$ cat src/rtl/lf_approx_pkg.sv
// Shared definitions for the pipelined Ladner-Fischer approximate adder:
// operating-mode encoding and elaboration-time sizing helpers.
package lf_approx_pkg;

  // Per-beat operating mode; the encoding matches the in_approx pin.
  typedef enum logic {
    MODE_EXACT  = 1'b0,
    MODE_APPROX = 1'b1
  } mode_e;

  // Ceiling log2, used at elaboration time only.
  function automatic int clog2(input int value);
    int r;
    r = 0;
    for (int v = value - 1; v > 0; v = v >> 1) begin
      r++;
    end
    return r;
  endfunction

  // Number of prefix levels needed to combine WIDTH bit positions.
  function automatic int lf_levels(input int width);
    return (width <= 1) ? 0 : clog2(width);
  endfunction

endpackage

$ cat src/rtl/lf_prefix_tree.sv
// Combinational Ladner-Fischer (minimum-depth) generate/propagate prefix
// network. It takes per-bit propagate/generate and a carry-in and produces
// the carry into every bit position, plus the carry out in c_o[WIDTH].
module lf_prefix_tree
  import lf_approx_pkg::*;
#(
  parameter int WIDTH = 16
) (
  input  logic [WIDTH-1:0] p_i,
  input  logic [WIDTH-1:0] g_i,
  input  logic             cin_i,
  output logic [WIDTH:0]   c_o
);

  localparam int LEVELS = lf_levels(WIDTH);

  logic [WIDTH-1:0] g_v;
  logic [WIDTH-1:0] p_v;

  // Prefix levels: at level lvl each bit in the upper half of a 2^(lvl+1)
  // block absorbs the group ending at the top of the lower half. Bits in the
  // lower half are untouched within a level, so updating in place is safe.
  always_comb begin
    // NOTE: every variable gets a full default before any conditional update;
    // a path that leaves a bit unassigned would infer a latch.
    g_v    = g_i;
    p_v    = p_i;
    // Folding the carry-in into bit 0 makes group-generate equal the carry.
    g_v[0] = g_i[0] | (p_i[0] & cin_i);
    for (int lvl = 0; lvl < LEVELS; lvl++) begin
      for (int i = 0; i < WIDTH; i++) begin
        if (((i >> lvl) & 1) == 1) begin
          g_v[i] = g_v[i] | (p_v[i] & g_v[((i >> lvl) << lvl) - 1]);
          p_v[i] = p_v[i] & p_v[((i >> lvl) << lvl) - 1];
        end
      end
    end
  end

  // The carry into bit i+1 is the group generate over bits [i:0].
  assign c_o = {g_v, cin_i};

endmodule

$ cat src/rtl/lf_approx_adder_pipe.sv
// Two-stage pipelined Ladner-Fischer adder with a per-beat exact/approximate
// mode, a valid/ready stream interface and an on-line error monitor.
// Stage 1 registers P/G, carry-in and mode. Stage 2 registers the sum, carry
// out, error flag and |exact - result|. Statistics update on output handshake.
module lf_approx_adder_pipe
  import lf_approx_pkg::*;
#(
  parameter int WIDTH     = 16,
  parameter int K         = 8,
  parameter int ERR_CNT_W = 16
) (
  input  logic                 clk,
  input  logic                 rst,
  input  logic                 in_valid,
  output logic                 in_ready,
  input  logic [WIDTH-1:0]     in_a,
  input  logic [WIDTH-1:0]     in_b,
  input  logic                 in_cin,
  input  logic                 in_approx,
  output logic                 out_valid,
  input  logic                 out_ready,
  output logic [WIDTH-1:0]     out_sum,
  output logic                 out_cout,
  output logic                 out_err,
  output logic [ERR_CNT_W-1:0] err_cnt,
  output logic [WIDTH:0]       err_max,
  input  logic                 stat_clr
);

  // Width of the exact upper part used in approximate mode.
  localparam int UW  = WIDTH - K;
  // Index of the top approximate bit, clamped so K=0 never forms index -1.
  localparam int KM1 = (K == 0) ? 0 : K - 1;
  // Selects the approximate lower part; all-zero when K=0, all-ones when K=WIDTH.
  localparam logic [WIDTH-1:0] LO_MASK = ~({WIDTH{1'b1}} << K);

  // Both stages advance together whenever the output register can be freed.
  logic en;
  logic out_hs;

  // Stage 1 state
  logic             s1_valid_q;
  logic [WIDTH-1:0] s1_p_q;
  logic [WIDTH-1:0] s1_g_q;
  logic             s1_cin_q;
  mode_e            s1_mode_q;

  // Stage 2 state and next-state
  logic             s2_valid_q;
  logic [WIDTH-1:0] s2_sum_q,  s2_sum_d;
  logic             s2_cout_q, s2_cout_d;
  logic             s2_err_q,  s2_err_d;
  logic [WIDTH:0]   s2_diff_q, s2_diff_d;

  // Statistics
  logic [ERR_CNT_W-1:0] err_cnt_q, err_cnt_d;
  logic [WIDTH:0]       err_max_q, err_max_d;

  // Stage 2 combinational datapath
  logic [WIDTH:0]   c_ex;
  logic [WIDTH-1:0] sum_ex;
  logic             cout_ex;
  logic [WIDTH-1:0] lo_carry;
  logic [WIDTH-1:0] lo_sum;
  logic [WIDTH-1:0] ap_sum_hi;
  logic             ap_cout;
  logic [WIDTH-1:0] ap_sum;
  logic [WIDTH:0]   ex_full;
  logic [WIDTH:0]   res_full;

  assign en       = !s2_valid_q || out_ready;
  assign in_ready = en;
  assign out_hs   = s2_valid_q && out_ready;

  // Stage 1 capture: bubbles enter as valid=0, the stage holds when stalled.
  always_ff @(posedge clk) begin
    // NOTE: sequential state uses non-blocking assignments only, so every
    // register samples pre-edge values regardless of block evaluation order.
    // NOTE: the datapath registers are reset too, because out_sum/out_cout/
    // out_err must read zero after reset, not merely be qualified by valid.
    if (rst) begin
      s1_valid_q <= 1'b0;
      s1_p_q     <= '0;
      s1_g_q     <= '0;
      s1_cin_q   <= 1'b0;
      s1_mode_q  <= MODE_EXACT;
    end else if (en) begin
      s1_valid_q <= in_valid;
      s1_p_q     <= in_a ^ in_b;
      s1_g_q     <= in_a & in_b;
      s1_cin_q   <= in_cin;
      s1_mode_q  <= mode_e'(in_approx);
    end
  end

  // Full-width exact carry network.
  lf_prefix_tree #(.WIDTH(WIDTH)) u_exact_tree (
    .p_i  (s1_p_q),
    .g_i  (s1_g_q),
    .cin_i(s1_cin_q),
    .c_o  (c_ex)
  );

  assign sum_ex  = s1_p_q ^ c_ex[WIDTH-1:0];
  assign cout_ex = c_ex[WIDTH];

  // Approximate lower part: each carry is just the generate of the bit below,
  // with the external carry-in feeding bit 0.
  assign lo_carry = {s1_g_q[WIDTH-2:0], s1_cin_q};
  assign lo_sum   = s1_p_q ^ lo_carry;

  // Exact upper part, seeded with the generate of the top approximate bit.
  if (K < WIDTH) begin : g_upper
    logic        up_cin;
    logic [UW:0] up_c;

    assign up_cin = (K == 0) ? s1_cin_q : s1_g_q[KM1];

    lf_prefix_tree #(.WIDTH(UW)) u_upper_tree (
      .p_i  (s1_p_q[WIDTH-1:K]),
      .g_i  (s1_g_q[WIDTH-1:K]),
      .cin_i(up_cin),
      .c_o  (up_c)
    );

    assign ap_sum_hi = WIDTH'(s1_p_q[WIDTH-1:K] ^ up_c[UW-1:0]) << K;
    assign ap_cout   = up_c[UW];
  end else begin : g_no_upper
    // Whole word approximate: the carry out is the carry into bit WIDTH.
    assign ap_sum_hi = '0;
    assign ap_cout   = s1_g_q[KM1];
  end

  assign ap_sum = (lo_sum & LO_MASK) | ap_sum_hi;

  // Result select and error magnitude against the exact sum.
  always_comb begin
    s2_sum_d  = sum_ex;
    s2_cout_d = cout_ex;
    if (s1_mode_q == MODE_APPROX) begin
      s2_sum_d  = ap_sum;
      s2_cout_d = ap_cout;
    end
    ex_full   = {cout_ex, sum_ex};
    res_full  = {s2_cout_d, s2_sum_d};
    s2_diff_d = (ex_full >= res_full) ? (ex_full - res_full) : (res_full - ex_full);
    s2_err_d  = (s2_diff_d != '0);
  end

  // Stage 2 capture: result registers hold steady while downstream stalls.
  always_ff @(posedge clk) begin
    if (rst) begin
      s2_valid_q <= 1'b0;
      s2_sum_q   <= '0;
      s2_cout_q  <= 1'b0;
      s2_err_q   <= 1'b0;
      s2_diff_q  <= '0;
    end else if (en) begin
      s2_valid_q <= s1_valid_q;
      s2_sum_q   <= s2_sum_d;
      s2_cout_q  <= s2_cout_d;
      s2_err_q   <= s2_err_d;
      s2_diff_q  <= s2_diff_d;
    end
  end

  // Statistics next-state: clear wins over a same-cycle handshake update.
  always_comb begin
    err_cnt_d = err_cnt_q;
    err_max_d = err_max_q;
    if (stat_clr) begin
      err_cnt_d = '0;
      err_max_d = '0;
    end else if (out_hs) begin
      if (s2_err_q && (err_cnt_q != '1)) begin
        err_cnt_d = err_cnt_q + ERR_CNT_W'(1);
      end
      if (s2_diff_q > err_max_q) begin
        err_max_d = s2_diff_q;
      end
    end
  end

  // Statistics registers.
  always_ff @(posedge clk) begin
    if (rst) begin
      err_cnt_q <= '0;
      err_max_q <= '0;
    end else begin
      err_cnt_q <= err_cnt_d;
      err_max_q <= err_max_d;
    end
  end

  assign out_valid = s2_valid_q;
  assign out_sum   = s2_sum_q;
  assign out_cout  = s2_cout_q;
  assign out_err   = s2_err_q;
  assign err_cnt   = err_cnt_q;
  assign err_max   = err_max_q;

endmodule
$ cat config.mk
export PLATFORM = sky130hd
export DESIGN_NAME = lf_approx_adder_pipe
export DESIGN_NICKNAME = d
export VERILOG_FILES = /design/src/rtl/lf_approx_pkg.sv /design/src/rtl/lf_prefix_tree.sv /design/src/rtl/lf_approx_adder_pipe.sv
export SDC_FILE = /design/constraint.sdc
export NUM_CORES = 1
export LEC_CHECK = 0
export BUFFER_PORTS_ARGS = -buffer_cell sky130_fd_sc_hd__clkbuf_2
export CORE_ASPECT_RATIO = 1.5
export CORE_MARGIN = 3
export CORE_UTILIZATION = 53
export CTS_CLUSTER_SIZE = 14
export DETAILED_ROUTE_END_ITERATION = 6
export HOLD_SLACK_MARGIN = 0.08
export PLACE_DENSITY = 0.77
export SLEW_MARGIN = 25
export SYNTH_ARGS = -nofsm -noshare
export SYNTH_HDL_FRONTEND = slang
export SYNTH_SLANG_ARGS = --single-unit
$ cat constraint.sdc
create_clock -name clk -period 4.9 [get_ports clk]
set_input_delay 0.245 -clock clk [delete_from_list [all_inputs] [get_ports clk]]
set_output_delay 0.245 -clock clk [all_outputs]
set_load 0.005 [all_outputs]
==> Word-level counts from Yosys, hierarchy flattened <==
Index checks and enable logic that the tools add are counted.
{ "classes": {"n_addsub": 3, "n_lt_le_gt_ge": 2, "eq_ne": 1, "muxes": 3, "bitwise": 105, "reduce_logical": 8} }
{ "ops": {"columns": ["cell", "count"], "rows": [
  ["bitwise AND 1 bit", 58],
  ["bitwise OR 1 bit", 41],
  ["subtractor 17 bit", 2],
  ["bitwise XOR 16 bit", 2],
  ["greater-or-equal comparator 17 bit", 1],
  ["greater-than comparator 17 bit", 1],
  ["two-way mux 17 bit", 1],
  ["nonzero test 17 bit", 1],
  ["adder 16 x 1 -> 16 bit (second input constant)", 1],
  ["bitwise AND 16 bit", 1],
  ["two-way mux 16 bit", 1],
  ["!= test 16 bit (second input constant)", 1],
  ["bitwise OR 8 x 16 -> 16 bit", 1],
  ["bitwise XOR 8 bit", 2],
  ["AND reduction 2 bit", 2],
  ["logical AND 1 bit", 2],
  ["OR reduction 2 bit", 1],
  ["logical NOT 1 bit", 1],
  ["logical OR 1 bit", 1],
  ["two-way mux 1 bit", 1]
]} }
{ "totals": {"regBits": 104, "input_bits": 39, "out_inout_bits": 53, "wordCells": 134} }

==> Logic depth before layout (Yosys ltp) <==
{ "logic_depth": {"ltp_word": 15, "mapped_depth": 28} }

==> Hierarchy <==
Synthesis repeated with hierarchy kept, for this count alone.
{ "unflattened": {"hier_cells": 963, "hier_area_um2": 7587.3} }
{ "by_module_without_submodules": {"columns": ["module", "instances", "cells_per_inst", "area_per_inst_um2", "seq_area_each_um2"], "rows": [
  ["lf_approx_adder_pipe", 1, 887, 7141.8, 2082.0],
  ["lf_prefix_tree (u_exact_tree)", 1, 54, 312.8, 0.0],
  ["lf_prefix_tree (g_upper.u_upper_tree)", 1, 22, 132.6, 0.0]
]} }

==> Worst setup path before layout <==
No wires, ideal clock.
{ "synth_timing": {"path_type": "register to register", "startpoint": "register s1_p_q[0]", "endpoint": "register s2_err_q, in the netlist out_err", "setup_ps": 133, "t_arrival_ps": 5137, "t_required_ps": 4767, "path_slack_ps": -370, "path_stages_with_launch": 28, "cell_sequence": "dfxtp_1 ha_1 or2_2 ha_1 o211ai_4 a211oi_4 o21ai_4 nand2b_1 a21o_1 a21oi_1 o21bai_1 o21ai_0 inv_1 a21oi_1 xor2_1 ha_1 inv_1 o21bai_1 a21oi_1 o21ai_2 a31o_4 buf_6 mux2i_1 xnor2_1 nand4_1 or4b_1 nor4_1 a211oi_1"} }
{ "synth_via": {"elab_chain_len": 15, "word_cells_on_any_way": 42, "cone_classes": "add/sub (2); order compare (1); mux (3); bitwise (35); reduce/logical (1)"} }
{ "synth_rtl": {"columns": ["item", "line_no", "text"], "rows": [
  ["start, declared", "lf_approx_adder_pipe.sv:43", "logic [WIDTH-1:0] s1_p_q;"],
  ["start signal, assigned", "lf_approx_adder_pipe.sv:89", "s1_p_q <= in_a ^ in_b;"],
  ["bitwise AND 1 bit", "lf_prefix_tree.sv:29", "g_v[0] = g_i[0] | (p_i[0] & cin_i);"],
  ["bitwise OR 1 bit", "lf_prefix_tree.sv:29", null],
  ["bitwise AND 1 bit", "lf_prefix_tree.sv:33", "g_v[i] = g_v[i] | (p_v[i] & g_v[((i >> lvl) << lvl) - 1]);"],
  ["bitwise OR 1 bit", "lf_prefix_tree.sv:33", null],
  ["bitwise AND 1 bit", "lf_prefix_tree.sv:33", null],
  ["bitwise OR 1 bit", "lf_prefix_tree.sv:33", null],
  ["bitwise AND 1 bit", "lf_prefix_tree.sv:33", null],
  ["bitwise OR 1 bit", "lf_prefix_tree.sv:33", null],
  ["bitwise AND 1 bit", "lf_prefix_tree.sv:33", null],
  ["bitwise OR 1 bit", "lf_prefix_tree.sv:33", null],
  ["bitwise XOR 16 bit", "lf_approx_adder_pipe.sv:104", "assign sum_ex = s1_p_q ^ c_ex[WIDTH-1:0];"],
  ["two-way mux 16 bit", "lf_approx_adder_pipe.sv:140", "if (s1_mode_q == MODE_APPROX) begin"],
  ["subtractor 17 bit / greater-or-equal comparator 17 bit (equally long branches)", "lf_approx_adder_pipe.sv:146", "s2_diff_d = (ex_full >= res_full) ? (ex_full - res_full) : (res_full - ex_full);"],
  ["two-way mux 17 bit (*)", "lf_approx_adder_pipe.sv:146", null],
  ["nonzero test 17 bit (*)", "lf_approx_adder_pipe.sv:147", "s2_err_d = (s2_diff_d != '0);"],
  ["end signal, assigned", "lf_approx_adder_pipe.sv:162", "s2_err_q <= s2_err_d;"],
  ["end, declared", "lf_approx_adder_pipe.sv:52", "logic s2_err_q, s2_err_d;"]
]} }
Every way passes the cells marked *; elsewhere a longest branch is shown, timed or not.
A chain may end at the register's enable or synchronous reset.

==> Worst setup path in the final report <==
Ends and elaborated chain as after synthesis.

==> flow_summary.json <==
{
  "critical_path_class": "reg2reg",
  "die_y_um": 145.6,
  "rr_worst_depth": 27,
  "cp.arrival_ns": 5.16,
  "drive_above_1_share_pct": 23.54,
  "gp_congestion": 0.9291,
  "clkSlewWorstSetupHoldPaths_ns": 0.07,
  "num_vias": 6190,
  "nets": 1100,
  "hold_ws_ns": 0.1310,
  "setup_viol": 1,
  "synth_area_leaders": "dfxtp_1, ha_1, nand2_1, a21oi_1, nor2_1",
  "io_buffers": 91,
  "r2r_setup_slack_ns": -0.06,
  "pin_count": 92,
  "hold_violations": 0,
  "synth_nets": 977,
  "yosysUniqueCellTypes": 67,
  "initial_core_util_pct": 54.77,
  "synthCells": 862,
  "status": "complete, but fails checks",
  "track_usage_pct": 21.15,
  "syn_area_per_cell_um2": 7.989,
  "yosysTopAreaCell": "dfxtp_1",
  "synth_top_family_by_area": "simple AND/OR/NAND/NOR gates",
  "synth_mux_area_share_pct": 5.069,
  "worstHoldPathType": "in2reg",
  "yosysMostFrequentCell": "nand2_1",
  "min_to": "s1_valid_q",
  "grt_max_degree": 74,
  "postPlaceCellArea_um2": 7849,
  "overflow": 0,
  "area_delta_synth_final_pct": 21.73,
  "finalNonFillerCells": 1146,
  "dieWidth_um": 99.07,
  "dp.cells": 1125,
  "rsz0062_at_grt": "yes",
  "crit_path_max_fanout": 8,
  "grt_pass1_wl_um": 25680,
  "synthFlopType": "dfxtp_1",
  "wl_per_cell_um": 13.65,
  "whs_path_depth": 3,
  "yosysSeqAreaShare_pct": 30.23,
  "synthAdderAreaFrac_pct": 14.03,
  "dp_hpwl_um": 11560,
  "fp.coreArea_um2": 12570,
  "async_flop_share_pct": 0,
  "max_cap_viol_count": 0,
  "worst_ir_drop_vdd_v": 0.0002094,
  "final.setup.worst_slack_ns": -0.06462,
  "ant_nets": 0,
  "fillCellCount": 1077,
  "power_mw": 3.320,
  "period_share_pct": 101.3,
  "firstDrtPassIters": 4,
  "insertion_delay_ns": 0.34,
  "root_buffer": "clkbuf_16",
  "synth-simple-area-share_pct": 20.29,
  "hp-start": "in_valid",
  "regToRegStartpoint": "s1_p_q[0]",
  "h-tree-depth": 3,
  "crit_path_start_kind": "flip-flop",
  "post-route-drc-count": 0,
  "r2r_end": "out_err",
  "tightest_slew_ns": 0.7457,
  "diodes": 0,
  "violations": "negative setup slack",
  "ys_seq_elements": 104,
  "slew_violations": 0,
  "grt_pass1_vias": 5817,
  "yosysWarnings": 0,
  "synth-xor-area-share_pct": 6.323,
  "cts_tree": "done",
  "design_area_um2": 8383,
  "power_leakage_nw": 3.970,
  "die_area_um2": 14430,
  "synth.top_cell.area_share_pct": 30.23,
  "slew_headroom_pct": 50.29,
  "vias_per_cell": 5.401,
  "period_needed_ns": 4.965,
  "yosys-top-cells-count": "nand2_1, dfxtp_1, nor2_1",
  "antenna_found_initial": 0,
  "synth_edf_count": 0,
  "fmax_mhz": 201.4,
  "clock_sinks": 104,
  "worst_clock_skew_ns": 0.006230,
  "synth_area_um2": 6887,
  "fin_util_pct": 66.67,
  "hold_buffers": 0,
  "powerDensity_nw_per_um2": 396.0,
  "critPathCaptureType": "flip-flop",
  "cts_made_buffers": 9,
  "cts.path.max_buffers": 2,
  "required_ns": 5.10,
  "fp-row-count": 50,
  "first_iter_violations": 249,
  "wirelength_um": 15640,
  "synth-compound-area-share_pct": 17.88
}
## critical path: stages (launching register included)
cell,delay [ns]
dfxtp_2,0.33
ha_2,0.17
or2_4,0.23
ha_4,0.16
o211ai_4,0.27
a211oi_4,0.12
o21ai_4,0.15
nand2b_1,0.07
a21o_1,0.18
a21oi_2,0.17
o21bai_1,0.10
o21ai_1,0.20
inv_1,0.07
a21oi_2,0.16
xor2_2,0.18
ha_1,0.28
inv_2,0.10
o21bai_4,0.07
a21oi_2,0.14
o21ai_2,0.07
a31o_4,0.25
buf_6,0.15
or3_1,0.33
a32oi_1,0.24
xnor2_1,0.18
nand2_1,0.10
nor4_2,0.25
a211oi_1,0.09
## timing repair
item	4_1_cts	5_1_grt
resized for setup	5	22
pin swaps	9	11
endpoints found under the setup margin	1	5
buffers inserted	3	2
## stage by stage
| step | setup TNS [ns] | setup WS, ns |
|---|---|---|
| finish | -0.06462 | -0.06462 |
| global route | -0.5462 | -0.3596 |
| CTS | -0.08164 | -0.08164 |
| detailed placement | -0.1887 | -0.1887 |
| global placement | 0 | 0.001788 |
| floorplan | 0 | 0.03499 |
## routing by layer
layer  vias to the layer above  GRT usage (%)  wire length, um
met4                         0          9.364              521
li1                       3190              -                -
met1                      2827          24.29             6520
met3                        39          2.974              577
met2                       134          38.22             8021
met5                         -              0                0
## how the worst max path moves through the flow
stage	slack, ns	from	endpoint
2_1_floorplan	0.03	s1_p_q[0]	out_err
3_3_place_gp	0.002	s1_p_q[0]	out_err
3_5_place_dp	-0.19	s1_p_q[0]	out_err
4_1_cts	-0.08	s1_p_q[0]	out_err
5_1_grt	-0.36	s1_p_q[0]	out_err
6_report	-0.06	s1_p_q[0]	out_err
## kinds of logic (layout without fill, tap and decap cells)
family / after synthesis / after routing
buffers and inverters: 106 / 234
DFF: 104 / 104
and+or+nand+nor: 305 / 305
xor gates and xnor gates: 48 / 48
adders and majority gates: 76 / 76
AOI/OAI and AO/OA: 189 / 189
muxes: 34 / 34
## registers in the layout, indices dropped and copies added (netlist names)
register	flops
err_max	17
s2_diff_q	17
err_cnt	16
out_sum	16
s1_g_q	16
s1_p_q	16
out_cout	1
out_err	1
out_valid	1
s1_cin_q	1
s1_mode_q	1
s1_valid_q	1
## power breakdown
| part | switching [mW] | total (mW) | internal (mW) |
|---|---|---|---|
| clock | 0.321 | 0.837 | 0.516 |
| combinational | 0.745 | 1.46 | 0.715 |
| sequential | 0.0819 | 1.02 | 0.941 |
## cells in the final DEF (no fill, tap or decap), types with 21 or more instances in the layout
cell type and count:
inv_1 58, clkbuf_2 91, mux2i_1 28, a21oi_1 76
a211oi_1 21, xnor2_1 27, nor2_1 92, nand2_1 122
ha_1 72, dfxtp_1 103, buf_4 64
## area by class of cell
class | instances | area, um^2 | area share, %
Tap cell | 156 | 195.2 | 2.328
Inverter | 60 | 225.2 | 2.687
Multi-Input combinational cell | 652 | 4549 | 54.27
Clock buffer | 10 | 239.0 | 2.851
Clock inverter | 6 | 112.6 | 1.343
Sequential cell | 104 | 2083 | 24.85
Timing Repair Buffer | 158 | 978.4 | 11.67
No activity file was read; power rests on OpenSTA's default activity.
